### config.mk
export PLATFORM = sky130hd
export DESIGN_NAME = ram_arbiter
export DESIGN_NICKNAME = d
export VERILOG_FILES = /design/src/rtl/ram_arbiter.sv
export SDC_FILE = /design/constraint.sdc
export NUM_CORES = 1
export LEC_CHECK = 0
export ABC_CLOCK_PERIOD_IN_PS = 1800
export CAP_MARGIN = 40
export CORE_MARGIN = 10
export CORE_UTILIZATION = 37
export CTS_BUF_LIST = sky130_fd_sc_hd__clkbuf_16
export DETAILED_ROUTE_END_ITERATION = 10
export PLACE_DENSITY = 0.8
export SLEW_MARGIN = 25
export SYNTH_ARGS = -nofsm -noshare
export SYNTH_HDL_FRONTEND = slang
export SYNTH_SLANG_ARGS = --single-unit
### constraint.sdc
create_clock -name clk -period 1.8 [get_ports clk]
set_input_delay 0.36 -clock clk [delete_from_list [all_inputs] [get_ports clk]]
set_output_delay 0.36 -clock clk [all_outputs]
set_load 0.05 [all_outputs]
### src/rtl/ram_arbiter.sv
// Two-port arbiter in front of a single data RAM (sync write, comb read).
// Port 0 has fixed priority, and port 1 is forced through after STARVE_LIMIT consecutive losses.
module ram_arbiter #(
  parameter int ADDR_WIDTH   = 32,
  parameter int DATA_WIDTH   = 32,
  parameter int STARVE_LIMIT = 4
) (
  input  logic                    clk,
  input  logic                    rst,
  input  logic [1:0]              p_req,
  input  logic [ADDR_WIDTH-1:0]   p0_addr,
  input  logic [ADDR_WIDTH-1:0]   p1_addr,
  input  logic [DATA_WIDTH-1:0]   p0_wdata,
  input  logic [DATA_WIDTH-1:0]   p1_wdata,
  input  logic [DATA_WIDTH/8-1:0] p0_be,
  input  logic [DATA_WIDTH/8-1:0] p1_be,
  input  logic                    p0_we,
  input  logic                    p1_we,
  output logic [1:0]              p_gnt,
  output logic [1:0]              p_ack,
  output logic [DATA_WIDTH-1:0]   p_rdata,
  output logic [ADDR_WIDTH-1:0]   memory_address,
  output logic [DATA_WIDTH-1:0]   memory_write,
  output logic [DATA_WIDTH/8-1:0] memory_byte_enable,
  output logic                    memory_we,
  input  logic [DATA_WIDTH-1:0]   memory_out
);
  localparam int BE_WIDTH  = DATA_WIDTH / 8;
  localparam int CNT_WIDTH = $clog2(STARVE_LIMIT + 1);

  // Handshake: a request is accepted in the cycle where p_req[i] and p_gnt[i]
  // are both high at the rising edge; the payload must be stable until then.
  // Exactly one p_ack[i] pulse follows each accepted request two cycles later.

  logic [CNT_WIDTH-1:0]  starve_cnt_q, starve_cnt_d;
  logic                  a_valid_q, a_valid_d;
  logic                  a_id_q, a_id_d;
  logic                  a_we_q, a_we_d;
  logic [ADDR_WIDTH-1:0] a_addr_q, a_addr_d;
  logic [DATA_WIDTH-1:0] a_wdata_q, a_wdata_d;
  logic [BE_WIDTH-1:0]   a_be_q, a_be_d;
  logic                  b_valid_q, b_valid_d;
  logic                  b_id_q, b_id_d;
  logic [DATA_WIDTH-1:0] b_rdata_q, b_rdata_d;
  logic                  gnt0, gnt1, starve_at_limit;

  assign starve_at_limit = (starve_cnt_q == CNT_WIDTH'(STARVE_LIMIT));

  always_comb begin
    gnt0 = 1'b0;
    gnt1 = 1'b0;
    if (!rst) begin
      gnt1 = p_req[1] & (~p_req[0] | starve_at_limit);
      gnt0 = p_req[0] & ~gnt1;
    end
  end

  assign p_gnt = {gnt1, gnt0};

  always_comb begin
    starve_cnt_d = starve_cnt_q;
    if (!p_req[1] || gnt1) begin
      starve_cnt_d = '0;
    end else if (gnt0 && !starve_at_limit) begin
      starve_cnt_d = starve_cnt_q + 1'b1;
    end
  end

  // Stage A keeps the last payload on idle cycles so memory_address holds.
  always_comb begin
    a_valid_d = gnt0 | gnt1;
    a_id_d    = a_id_q;
    a_we_d    = a_we_q;
    a_addr_d  = a_addr_q;
    a_wdata_d = a_wdata_q;
    a_be_d    = a_be_q;
    if (gnt1) begin
      a_id_d    = 1'b1;
      a_we_d    = p1_we;
      a_addr_d  = p1_addr;
      a_wdata_d = p1_wdata;
      a_be_d    = p1_be;
    end else if (gnt0) begin
      a_id_d    = 1'b0;
      a_we_d    = p0_we;
      a_addr_d  = p0_addr;
      a_wdata_d = p0_wdata;
      a_be_d    = p0_be;
    end
  end

  always_comb begin
    b_valid_d = a_valid_q;
    b_id_d    = a_id_q;
    b_rdata_d = (a_valid_q && !a_we_q) ? memory_out : '0;
  end

  always_ff @(posedge clk) begin
    if (rst) begin
      starve_cnt_q <= '0;
      a_valid_q    <= 1'b0;
      a_id_q       <= 1'b0;
      a_we_q       <= 1'b0;
      a_addr_q     <= '0;
      a_wdata_q    <= '0;
      a_be_q       <= '0;
      b_valid_q    <= 1'b0;
      b_id_q       <= 1'b0;
      b_rdata_q    <= '0;
    end else begin
      starve_cnt_q <= starve_cnt_d;
      a_valid_q    <= a_valid_d;
      a_id_q       <= a_id_d;
      a_we_q       <= a_we_d;
      a_addr_q     <= a_addr_d;
      a_wdata_q    <= a_wdata_d;
      a_be_q       <= a_be_d;
      b_valid_q    <= b_valid_d;
      b_id_q       <= b_id_d;
      b_rdata_q    <= b_rdata_d;
    end
  end

  // Gating with rst drops a write or ack that is in flight when reset arrives.
  assign memory_address     = a_addr_q;
  assign memory_write       = a_wdata_q;
  assign memory_we          = a_valid_q & a_we_q & ~rst;
  assign memory_byte_enable = memory_we ? a_be_q : '0;

  assign p_ack   = (b_valid_q && !rst) ? (b_id_q ? 2'b10 : 2'b01) : 2'b00;
  assign p_rdata = b_rdata_q;

endmodule
==> impl_table.tex, run 1 <==
\begin{tabular}{lr}
\hline
Metric & Value \\
\hline
\multicolumn{2}{l}{\textbf{Floorplan}} \\
I/O pin cnt & between 200 and 300 \\
Die Y-Extent & 131 um \\
Initial cell density of the core & 38.0\% \\
Width of the die & 131 um \\
Die area & 17300 um\^{}2 \\
Row cnt & 40 \\
Total core area & 12100 um\^{}2 \\
\multicolumn{2}{l}{\textbf{STA}} \\
Pin slew with the least headroom to its limit & 0.419 ns \\
Minimum clock period after layout & 1.82 ns \\
Post-route setup TNS & -0.0204 ns \\
Least setup slack across all paths after layout & -0.0204 ns \\
Relative slew slack & 72.1\% \\
Fin Clk Skew & 0.00822 ns \\
Fin. Hold Viols & 0 \\
Final setup fails & 1 \\
Hold\_ws & 0.284 ns \\
Post-route fraction of the period consumed by the critical path & 101\% \\
F\_max & about 550 MHz \\
Final max-slew violation count & 0 \\
Setup repair after global routing missed its margin & yes \\
\multicolumn{2}{l}{\textbf{Placed design}} \\
Setup WS pre-CTS & -0.177 ns \\
Routability congestion estimate & 0.817 \\
Sum of net half-perimeters after detailed placement & between 10000 and 15000 um \\
Buffers added on ports & around 280 \\
\multicolumn{2}{l}{\textbf{Final layout}} \\
Area delta synth->final & 68.0\% \\
Net count of the finished layout & approximately 940 \\
Final core occ & 63.8\% \\
Most common library cell in the layout ignoring fill and taps & clkdlybuf4s50\_1 \\
FF/Latch Area & 2160 um\^{}2 \\
Commonest cells after routing, fill and taps aside & clkdlybuf4s50\_1, buf\_4, dfxtp\_1 \\
Area of combinational cells with multiple inputs & 2160 um\^{}2 \\
Fraction of final layout cells with drive strength greater than 1 & 20.5\% \\
FILL cells & between 900 and 1000 \\
\multicolumn{2}{l}{\textbf{Setup path}} \\
Max stage delay cell, worst path & dfxtp\_2 \\
Kind of critical path & reg2out \\
Crit-path max cell delay & 0.33 ns \\
Required time of the critical path & 1.44 ns \\
CP Max Fanout & 5 \\
Crit path cell chain & inv\_1, ha\_4, a311oi\_2, buf\_4, buf\_12 \\
Nature of the critical path endpoint & output pin \\
Critical path buffer and inverter count & 3 \\
CP Data Arrival Time & 1.46 ns \\
Family with the most delay on the worst path & buffers and inverters \\
Critical Path Start Type & flip-flop \\
\multicolumn{2}{l}{\textbf{GRT}} \\
Largest net degree at the start of global routing & 44 \\
Sum of overflow across all layers after global routing & 0 \\
Global-route wire length before repair & 29600 um \\
GR Util All Layers & 21.4\% \\
Number of global-route vias before repair & 4947 \\
Initial antenna violation count & 1 \\
\multicolumn{2}{l}{\textbf{Routing}} \\
Detailed router's first-iteration violation count & 491 \\
Vias & 5126 \\
Avg Vias per Cell & roughly 5.5 \\
Wire length reported by the detailed router & 19400 um \\
Drc violations & 0 \\
Detail-routed net length per standard cell & approximately 21 um \\
Routed Antenna Nets & 0 \\
First-pass detailed-route iteration total & 6 \\
\multicolumn{2}{l}{\textbf{Logic synthesis}} \\
Net count after synthesis & 690 \\
Top FF cell, synth & dfxtp\_1 \\
Synth Cell Area & between 4000 and 5000 um\^{}2 \\
Number of distinct library cells after synthesis & 27 \\
Syn\_area\_per\_cell & around 8.9 um\^{}2 \\
Yosys Warn Count & 0 \\
Post-synth ARST share & 0\% \\
Number of enable-type register cells in the synthesized netlist & 0 \\
Cells after synthesis & 514 \\
Number of register bits inferred by synthesis & between 100 and 150 \\
Sequential fraction of the synthesis area & 47.0\% \\
\multicolumn{2}{l}{\textbf{Clocking}} \\
CTS root buf & clkbuf\_16 \\
Clock sinks & 108 \\
Buffers from clock root to sink, at most & 2 \\
Worst skew pair latency & 0.36 ns \\
Number of buffers inserted for hold repair after clock tree synthesis & 0 \\
Clock tree from TritonCTS & done \\
Clock-pin slew of the registers on the worst-case setup and hold paths & approximately 0.07 ns \\
Cts bufs inserted & 9 \\
H-tree lvl count & 3 \\
\multicolumn{2}{l}{\textbf{Power}} \\
Power per cell area & 815 nW/um\^{}2 \\
Peak supply drop & 0.434 mV \\
Total leakage power & around 3.0 nW \\
\multicolumn{2}{l}{\textbf{Run}} \\
Number of max-cap violations & 0 \\
\multicolumn{2}{l}{\textbf{Run status}} \\
Failing checks & negative setup slack \\
Outcome & complete, but fails checks \\
\multicolumn{2}{l}{\textbf{Worst hold path}} \\
Tightest Hold Check Type & in2reg \\
\hline
\end{tabular}
## through the flow
stage | instances | total power [mW] | area, um^2
2_1_floorplan | 514 | 3.62 | 4600
5_1_grt | 934 | 6.55 | 7720
6_report | 934 | 6.30 | 7720
4_1_cts | 933 | 6.34 | 7720
3_5_place_dp | 916 | 4.42 | 7400
3_3_place_gp | 916 | 4.39 | 7400
## cells by family (layout without fill, tap and decap cells)
group	after synthesis	after routing	synth area share, %
flip-flops	108	108	47.0
other	0	1	0
AO/OA/AOI/OAI	213	213	33.1
adder cells (fa/ha/maj)	2	2	0.544
multiplexers	1	1	0.218
buffers and inverters	71	322	6.75
AND/OR/NAND/NOR	119	119	12.4
## metal layers
layer,up-vias,wire length (um),track usage [%]
met2,261,9410,35.0
met5,-,0,0
met4,0,519,8.84
met3,30,1650,6.75
li1,2415,-,-
met1,2420,7840,25.5
## cells in the mapped netlist (2+ instances only)
cell	count	area [um^2]
buf_2	14	70.1
a311oi_1	70	613
o21ai_0	69	345
a211oi_1	69	518
dfxtp_1	108	2160
buf_6	2	22.5
clkbuf_1	47	176
and3_1	4	25.0
and2_1	35	219
nor2_1	73	274
buf_4	3	22.5
inv_1	4	15.0
ha_1	2	25.0
## final timing paths
check / startpoint / endpoint / cells past startpoint / slack (ns)
setup / recovery: starve_cnt_q[1]$_SDFFE_PP0P_ / p_gnt[0] / 5 / -0.02
hold / removal: rst / b_id_q$_SDFF_PP0_ / 2 / 0.28
setup reg to reg: starve_cnt_q[1]$_SDFFE_PP0P_ / memory_write[29]$_SDFFE_PP0P_ / 6 / 0.19
hold reg to reg: a_id_q$_SDFFE_PP0P_ / b_id_q$_SDFF_PP0_ / 2 / 0.44
## worst register-to-register path, delay by kind of cell (launching register included)
kind | cells | cell delay (ns)
adders and majority gates | 1 | 0.19
DFF | 1 | 0.33
buffers and inverters | 2 | 0.24
AOI/OAI and AO/OA | 3 | 0.73
## what timing repair did
item | CTS | global route
resized for setup | 6 | 1
endpoints found under the setup margin | 2 | 1
cloned | 0 | 0
buffers inserted | 1 | 0
pin swaps | 1 | 0
## sequential cells by signal (all words and copies together) (netlist names)
signal          flops
a_be_q              4
a_id_q              1
a_valid_q           1
a_we_q              1
b_id_q              1
b_valid_q           1
memory_address     32
memory_write       32
p_rdata            32
starve_cnt_q        3
## report_power, final
| group | internal [mW] | switching (mW) | total [mW] |
|---|---|---|---|
| clock | 0.962 | 0.966 | 1.93 |
| sequential | 2.54 | 0.0752 | 2.62 |
| combinational | 0.745 | 1.00 | 1.75 |
## cell type report
class | instances | area share, %
Timing Repair Buffer | 302 | 37.3
Sequential cell | 108 | 28.0
Multi-Input combinational cell | 335 | 28.0
Clock buffer | 9 | 2.92
Tap cell | 168 | 2.72
Clock inverter | 7 | 0.762
Inverter | 4 | 0.194
Antenna cell | 1 | 0.0324
(Power assumes the default switching activity.)
==> run 2, diff against run 1 <==
--- a/config.mk
+++ b/config.mk
@@ -10,6 +10,7 @@
 export CORE_MARGIN = 10
 export CORE_UTILIZATION = 37
 export CTS_BUF_LIST = sky130_fd_sc_hd__clkbuf_16
+export CTS_CLUSTER_DIAMETER = 60
 export DETAILED_ROUTE_END_ITERATION = 10
 export PLACE_DENSITY = 0.8
 export SLEW_MARGIN = 25
==> results of run 2 <==
The final DEF is identical to that of run 1; final timing and power are the same.
